$ cat src/rtl/cp0_pkg.sv
// Shared CP0 definitions: register numbers, field positions, exception codes
// and word-packing helpers used by cp0_unit and its bench.
package cp0_pkg;

    localparam logic [4:0] CP0_REG_SR    = 5'd12;
    localparam logic [4:0] CP0_REG_CAUSE = 5'd13;
    localparam logic [4:0] CP0_REG_EPC   = 5'd14;
    localparam logic [4:0] CP0_REG_PRID  = 5'd15;

    localparam int SR_IM_LO     = 10;
    localparam int SR_IM_HI     = 15;
    localparam int SR_EXL       = 1;
    localparam int SR_IE        = 0;
    localparam int CAUSE_BD     = 31;
    localparam int CAUSE_IP_LO  = 10;
    localparam int CAUSE_IP_HI  = 15;
    localparam int CAUSE_EXC_LO = 2;
    localparam int CAUSE_EXC_HI = 6;

    typedef enum logic [4:0] {
        EXC_INT  = 5'd0,
        EXC_ADEL = 5'd4,
        EXC_ADES = 5'd5,
        EXC_RI   = 5'd10,
        EXC_OV   = 5'd12
    } exc_code_e;

    localparam logic [31:0] SR_WMASK           = 32'h0000_FC03;
    localparam logic [31:0] HANDLER_PC_DEFAULT = 32'hBFC0_0380;

    typedef struct packed {
        logic [5:0] im;
        logic       exl;
        logic       ie;
    } sr_t;

    typedef struct packed {
        logic       bd;
        logic [5:0] ip;
        logic [4:0] exc;
    } cause_t;

    function automatic logic [31:0] sr_pack(input sr_t s);
        logic [31:0] w;
        w = '0;
        w[SR_IM_HI:SR_IM_LO] = s.im;
        w[SR_EXL]            = s.exl;
        w[SR_IE]             = s.ie;
        return w;
    endfunction

    function automatic logic [31:0] cause_pack(input cause_t c);
        logic [31:0] w;
        w = '0;
        w[CAUSE_BD]                   = c.bd;
        w[CAUSE_IP_HI:CAUSE_IP_LO]    = c.ip;
        w[CAUSE_EXC_HI:CAUSE_EXC_LO]  = c.exc;
        return w;
    endfunction

endpackage

$ cat src/rtl/cp0_unit.sv
// Coprocessor 0: SR/Cause/EPC/PRId, interrupt and exception request logic,
// exception entry recording and eret return for the M stage.
module cp0_unit
    import cp0_pkg::*;
#(
    parameter logic [31:0] PRID       = 32'h2025_0001,
    parameter logic [31:0] HANDLER_PC = HANDLER_PC_DEFAULT
) (
    input  logic        clk,
    input  logic        reset,
    input  logic        we,
    input  logic [4:0]  addr,
    input  logic [31:0] wdata,
    output logic [31:0] rdata,
    input  logic [31:0] vpc,
    input  logic        bd,
    input  logic [4:0]  exc_code,
    input  logic [5:0]  hw_int,
    input  logic        eret,
    output logic        req,
    output logic [31:0] epc_out,
    output logic [31:0] handler_pc
);

    sr_t         sr_q, sr_d;
    cause_t      cause_q, cause_d;
    logic [31:0] epc_q, epc_d;

    logic        int_req;
    logic        exc_req;
    logic [31:0] sr_wr;

    // Requests are masked by EXL so an entry cannot re-trigger until eret.
    assign int_req = (|(hw_int & sr_q.im)) & sr_q.ie & ~sr_q.exl;
    assign exc_req = (exc_code != 5'd0) & ~sr_q.exl;
    assign req     = int_req | exc_req;

    assign sr_wr   = wdata & SR_WMASK;

    always_comb begin
        sr_d       = sr_q;
        cause_d    = cause_q;
        epc_d      = epc_q;
        cause_d.ip = hw_int;
        if (req) begin
            sr_d.exl    = 1'b1;
            cause_d.bd  = bd;
            cause_d.exc = int_req ? EXC_INT : exc_code;
            epc_d       = bd ? (vpc - 32'd4) : vpc;
        end else begin
            if (we && (addr == CP0_REG_SR)) begin
                sr_d.im  = sr_wr[SR_IM_HI:SR_IM_LO];
                sr_d.exl = sr_wr[SR_EXL];
                sr_d.ie  = sr_wr[SR_IE];
            end
            if (we && (addr == CP0_REG_EPC)) begin
                epc_d = wdata;
            end
            // eret wins over a same-cycle SR write to EXL.
            if (eret) begin
                sr_d.exl = 1'b0;
            end
        end
    end

    always_ff @(posedge clk or posedge reset) begin
        if (reset) begin
            sr_q    <= '0;
            cause_q <= '0;
            epc_q   <= '0;
        end else begin
            sr_q    <= sr_d;
            cause_q <= cause_d;
            epc_q   <= epc_d;
        end
    end

    always_comb begin
        rdata = '0;
        case (addr)
            CP0_REG_SR:    rdata = sr_pack(sr_q);
            CP0_REG_CAUSE: rdata = cause_pack(cause_q);
            CP0_REG_EPC:   rdata = epc_q;
            CP0_REG_PRID:  rdata = PRID;
            default:       rdata = '0;
        endcase
    end

    assign epc_out    = epc_q;
    assign handler_pc = HANDLER_PC;

endmodule

$ cat config.mk
export PLATFORM = sky130hd
export DESIGN_NAME = cp0_unit
export DESIGN_NICKNAME = d
export VERILOG_FILES = /design/src/rtl/cp0_pkg.sv /design/src/rtl/cp0_unit.sv
export SDC_FILE = /design/constraint.sdc
export NUM_CORES = 1
export LEC_CHECK = 0
export ABC_CLOCK_PERIOD_IN_PS = 6800
export CORE_MARGIN = 2
export CORE_UTILIZATION = 44
export DETAILED_ROUTE_END_ITERATION = 8
export PLACE_DENSITY = 0.91
export REMOVE_ABC_BUFFERS = 1
export SLEW_MARGIN = 20
export SYNTH_ARGS = -nofsm -noshare
export SYNTH_HDL_FRONTEND = slang
export SYNTH_SLANG_ARGS = --single-unit
$ cat constraint.sdc
create_clock -name clk -period 6.8 [get_ports clk]
set_clock_uncertainty 0.15 [all_clocks]
set_input_delay 2.04 -clock clk [delete_from_list [all_inputs] [get_ports clk]]
set_output_delay 2.04 -clock clk [all_outputs]
set_load 0.02 [all_outputs]
Yosys cells after proc, flatten, opt, wreduce, memory -nomap -nowiden:

Index checks and enable logic that the tools add are counted.

* logic and storage cells: 34
* bits of input ports: 85
* register bits after elaboration: 52
* output and inout bits: 97

* add/subtract/negate cells: 1
* reductions and logical operators: 7
* bitwise logic cells: 7
* muxes and demuxes: 8
* equal/unequal tests: 4

Operator list (number)
* one-hot mux 32 bit (4 select lines): 1
* two-way mux 32 bit: 3
* subtractor 32 x 3 -> 32 bit, second input constant: 1
* == test 5 x 4 -> 1 bit, second input constant: 4
* AND 6 bit: 1
* OR reduction 6 bit: 1
* two-way mux 5 bit: 1
* nonzero test 5 bit: 1
* AND 1 bit: 3
* nonzero test 3 bit: 1
* logical AND 1 bit: 2
* two-way mux 1 bit: 2
* two-way mux 2 bit: 1
* NOT 1 bit: 2
* AND reduction 2 bit: 1
* nonzero test 2 bit: 1
* OR 1 bit: 1

Depth between registers and ports, before layout:

* word-level depth: 7
* mapped depth: 7
* depth with buffers taken out: 6

Worst setup path before layout:

OpenSTA, ideal clock, no wires.

* path type: input to output
* start point: input addr[4]
* end point: output rdata[3]
* arrival time: 3.280 ns
* stages: 5
* path slack: 1.330 ns
* buffers on the path: 2
* path through: and4b_1 -> clkbuf_1 -> and2_1 -> clkbuf_1 -> a22o_1

* longest elaborated chain between the ends: 2
* elaborated cells between the ends (all ways): 5
* classes of those cells: eq/ne (4); mux (1)

Ends and longest elaborated chain
* from (decl): line cp0_unit.sv:12 `input logic [4:0] addr,`
* == test 5 x 4 -> 1 bit: line cp0_unit.sv:80 `case (addr)`
* one-hot mux 32 bit (4 select lines) (*): line cp0_unit.sv:80
* to (decl): line cp0_unit.sv:14 `output logic [31:0] rdata,`

Every way passes the cells marked *; elsewhere a longest branch is shown, timed or not.

Worst setup path in the final report:

* start point: input addr[3]
* end point: output rdata[14]

The elaborated chain is that of the path after synthesis.

==> report_table.html <==
<table>
<tr><th>Metric</th><th>Value</th></tr>
<tr><th colspan="2">Routing</th></tr>
<tr><td>Detailed-route wire length per cell</td><td>18.01 µm</td></tr>
<tr><td>Residual DRC</td><td>0</td></tr>
<tr><td>Total via count in the routed design</td><td>3,662</td></tr>
<tr><td>Count of routing violations after the opening detailed-route iteration</td><td>158</td></tr>
<tr><td>Iteration count of the initial detailed-routing pass</td><td>5</td></tr>
<tr><td>Number of vias per cell</td><td>5.785</td></tr>
<tr><td>Number of routed nets with antenna violations</td><td>0</td></tr>
<tr><td>Overall routed net length</td><td>11,400 µm</td></tr>
<tr><th colspan="2">Floorplan</th></tr>
<tr><td>Die X-Extent</td><td>94.83 µm</td></tr>
<tr><td>Core area</td><td>0.008093 mm²</td></tr>
<tr><td>Die outline area</td><td>0.008992 mm²</td></tr>
<tr><td>Top-level port count</td><td>182</td></tr>
<tr><td>Die Span Y</td><td>94.83 µm</td></tr>
<tr><td>Num rows</td><td>33</td></tr>
<tr><td>Initial core utilization</td><td>44.85%</td></tr>
<tr><th colspan="2">Synthesis</th></tr>
<tr><td>Count of different cell masters after synthesis</td><td>49</td></tr>
<tr><td>Share of flip-flops with an asynchronous set or reset</td><td>100.0%</td></tr>
<tr><td>Leading register cell type out of synthesis</td><td>dfrtp_1</td></tr>
<tr><td>Mean instance size in the synthesized netlist</td><td>9.260 µm²</td></tr>
<tr><td>Yosys synthesis warning count</td><td>0</td></tr>
<tr><td>Number of flops mapped to enable cells by yosys</td><td>0</td></tr>
<tr><td>Flops &amp; latches, synth</td><td>52</td></tr>
<tr><td>Combined area of all synthesized cells</td><td>0.003630 mm²</td></tr>
<tr><td>Gate Count Post-Synth</td><td>392</td></tr>
<tr><td>Sequential cell area fraction in the yosys report</td><td>35.85%</td></tr>
<tr><th colspan="2">Timing</th></tr>
<tr><td>Max-slew violation total from the final report</td><td>0</td></tr>
<tr><td>Transition at the pin with the smallest max-transition slack</td><td>1.049 ns</td></tr>
<tr><td>Total setup violations reported at the end of the flow</td><td>0</td></tr>
<tr><td>Relative slew margins</td><td>29.88%</td></tr>
<tr><td>Portion of the clock cycle consumed by the worst path in the final layout</td><td>94.71%</td></tr>
<tr><td>Maximum clock frequency</td><td>155.3 MHz</td></tr>
<tr><td>RSZ-0062 raised after global routing</td><td>false</td></tr>
<tr><td>Final number of hold-violating endpoints</td><td>0</td></tr>
<tr><td>Min setup slack post-route</td><td>0.3598 ns</td></tr>
<tr><td>Setup TNS after final layout</td><td>0 ns</td></tr>
<tr><td>Min Tclk post-route</td><td>6.440 ns</td></tr>
<tr><th colspan="2">Power and ir drop</th></tr>
<tr><td>PwrDens</td><td>291.6 mW/mm²</td></tr>
<tr><td>Max rail drop VDD</td><td>0.1366 mV</td></tr>
<tr><td>Sum of internal, switching and leakage power</td><td>1.517 mW</td></tr>
<tr><td>Static Leak</td><td>2.141 nW</td></tr>
<tr><th colspan="2">Critical path</th></tr>
<tr><td>Slowest library cell on the worst path</td><td>clkdlybuf4s50_1</td></tr>
<tr><td>Largest fanout on the critical path</td><td>8</td></tr>
<tr><td>Library cell appearing most often on the critical path</td><td>clkdlybuf4s50_1</td></tr>
<tr><td>CP Capture Type</td><td>primary output</td></tr>
<tr><td>Sum of buffers and inverters on the critical path</td><td>2</td></tr>
<tr><td>Data arrival at the endpoint of the critical path</td><td>4.25 ns</td></tr>
<tr><td>Worst path cell trace</td><td>clkdlybuf4s50_1, nor4bb_1, and2_1, a22oi_1, nand2_1, clkdlybuf4s50_1</td></tr>
<tr><td>Delay contributed by the slowest stage of the critical path</td><td>0.60 ns</td></tr>
<tr><td>Sort of element at the start of the critical path</td><td>primary input</td></tr>
<tr><td>CP delay by family, top</td><td>buffers and inverters</td></tr>
<tr><td>Setup CP Type</td><td>in2out</td></tr>
<tr><td>Data required, critical path</td><td>4.61 ns</td></tr>
<tr><th colspan="2">Global route</th></tr>
<tr><td>Overall global routing resource usage</td><td>25.31%</td></tr>
<tr><td>Global-route congestion overflow total</td><td>0</td></tr>
<tr><td>Number of antenna violations at the first check in global routing</td><td>0</td></tr>
<tr><td>Wire length of the first global-routing pass</td><td>17,730 µm</td></tr>
<tr><td>Largest net degree at the start of global routing</td><td>53</td></tr>
<tr><td>Vias in the first global route</td><td>3,625</td></tr>
<tr><th colspan="2">Place</th></tr>
<tr><td>Post-DP HPWL</td><td>8596 µm</td></tr>
<tr><td>Post-place setup slack</td><td>0.2088 ns</td></tr>
<tr><td>Final RePlAce weighted congestion</td><td>0.8542</td></tr>
<tr><td>Placed instance area</td><td>0.005099 mm²</td></tr>
<tr><td>Number of buffer cells added on primary ports</td><td>149</td></tr>
<tr><th colspan="2">Finish</th></tr>
<tr><td>Fillers</td><td>671</td></tr>
<tr><td>Commonest non-fill, non-tap cell in the layout</td><td>clkdlybuf4s50_1</td></tr>
<tr><td>Area growth from synthesis to layout</td><td>43.36%</td></tr>
<tr><td>Commonest non-fill, non-tap cells in the layout</td><td>149 x clkdlybuf4s50_1, 52 x dfrtp_1, 32 x and3_1, 32 x conb_1, 25 x mux2i_1</td></tr>
<tr><td>Non-Filler Cell Area, Final</td><td>0.005204 mm²</td></tr>
<tr><td>Final antenna diode count</td><td>0</td></tr>
<tr><td>Share of layout cells above drive strength 1</td><td>8.712%</td></tr>
<tr><td>Post-layout nets</td><td>613</td></tr>
<tr><td>Final core utilization</td><td>64.30%</td></tr>
<tr><th colspan="2">Clocking</th></tr>
<tr><td>Cell at the root of the clock tree</td><td>clkbuf_8</td></tr>
<tr><td>CTS tree</td><td>built</td></tr>
<tr><td>Insertion delay of the later-clocked pin in the worst-skew pair</td><td>0.31 ns</td></tr>
<tr><td>Clk pin slew, worst setup/hold paths</td><td>0.10 ns</td></tr>
<tr><td>Clock Path Buffers</td><td>2</td></tr>
<tr><td>H-Tree Depth</td><td>2</td></tr>
<tr><td>Number of CTS-inserted buffers</td><td>5</td></tr>
<tr><td>Clock Sinks</td><td>52</td></tr>
<tr><td>Hold-fix buffer count after cts</td><td>0</td></tr>
<tr><th colspan="2">Outcome</th></tr>
<tr><td>Outcome</td><td>finished, final reports clean</td></tr>
<tr><th colspan="2">Hold path</th></tr>
<tr><td>Classification of the worst-slack hold path</td><td>reg2reg</td></tr>
<tr><th colspan="2">Flow run</th></tr>
<tr><td>Number of maximum-capacitance violations</td><td>0</td></tr>
</table>
[area by class of cell]
type | count | area, µm² | area share, %
Sequential cell | 52 | 1301 | 25.01
Clock inverter | 3 | 27.53 | 0.5290
Timing Repair Buffer | 158 | 1559 | 29.96
Clock buffer | 5 | 68.82 | 1.322
Multi-Input combinational cell | 304 | 2093 | 40.23
Tap cell | 105 | 131.4 | 2.525
Inverter | 6 | 22.52 | 0.4328
[metrics by stage]
stage	instances	hold slack, ns
6_report	633	0.3383
4_1_cts	633	0.3428
5_1_grt	633	0.3699
2_1_floorplan	362	0.3006
3_5_place_dp	625	0.3178
3_3_place_gp	625	0.3101
[flip-flops by register name, indices dropped and copies added (netlist names)]
signal / flops
sr_q: 8
epc_out: 32
cause_q: 12
[Yosys cell counts (all sizes together), types with 3 or more instances]
cell type / number / area share (%)
a21o: 5 / 1.0
a22o: 7 / 1.7
or4: 13 / 2.9
xor2: 9 / 2.2
nor2: 6 / 0.62
mux2: 12 / 3.7
nand2: 20 / 2.1
o21a: 4 / 0.83
nor3b: 5 / 1.0
and3: 32 / 5.5
nor3: 7 / 1.1
nand3: 7 / 0.97
clkbuf: 23 / 2.4
a22oi: 9 / 1.9
buf: 37 / 7.2
o41ai: 5 / 1.2
mux2i: 25 / 6.9
o31ai: 9 / 1.9
or2: 3 / 0.52
a31oi: 19 / 3.3
or3: 9 / 1.6
nor4: 20 / 3.4
and2: 4 / 0.69
dfrtp: 52 / 36
a21boi: 18 / 3.7
inv: 5 / 0.52
o21ai: 7 / 0.97
[power by group]
| part | internal [mW] | switching, mW | leakage, nW |
|---|---|---|---|
| clock | 0.0759 | 0.112 | 0.0463 |
| sequential | 0.439 | 0.109 | 0.608 |
| combinational | 0.385 | 0.396 | 1.49 |
| total | 0.900 | 0.617 | 2.14 |
[worst paths after layout]
kind	cells after the start	from	to	slack, ns
max	6	addr[3]	rdata[14]	0.36
min	1	cause_q[1]$_DFFE_PP0N_	cause_q[1]$_DFFE_PP0N_	0.34
max reg2reg	5	sr_q[2]$_DFFE_PP0P_	sr_q[7]$_DFFE_PP0P_	4.40
min reg2reg	1	cause_q[1]$_DFFE_PP0N_	cause_q[1]$_DFFE_PP0N_	0.34
max in group asynchronous	3	reset	epc_out[8]$_DFFE_PP0P_	3.98
min in group asynchronous	3	reset	epc_out[26]$_DFFE_PP0P_	2.07
[logic make-up after synthesis]
kind of cell	Yosys count	synth area share [%]
and+or+nand+nor	138	23.27
DFF	52	35.85
xor gates and xnor gates	11	2.654
adders and majority gates	1	0.3447
buffers and inverters	66	10.24
muxes	37	10.62
AOI/OAI and AO/OA	85	16.82
other	2	0.2069
[routing by layer]
metal  track usage, %  share of wire (%)  up-vias
met1            32.18                 40     1767
met4            9.783                2.7        0
met3            4.230                7.6       22
met5                0                  0        -
li1                 -                  -     1687
met2            42.97                 50      186
[timing repair]
action                                  in CTS  in global routing
buffers inserted                             0                  0
gates resized for setup                      0                  1
endpoints found under the setup margin       0                  1
(Power assumes the default switching activity.)
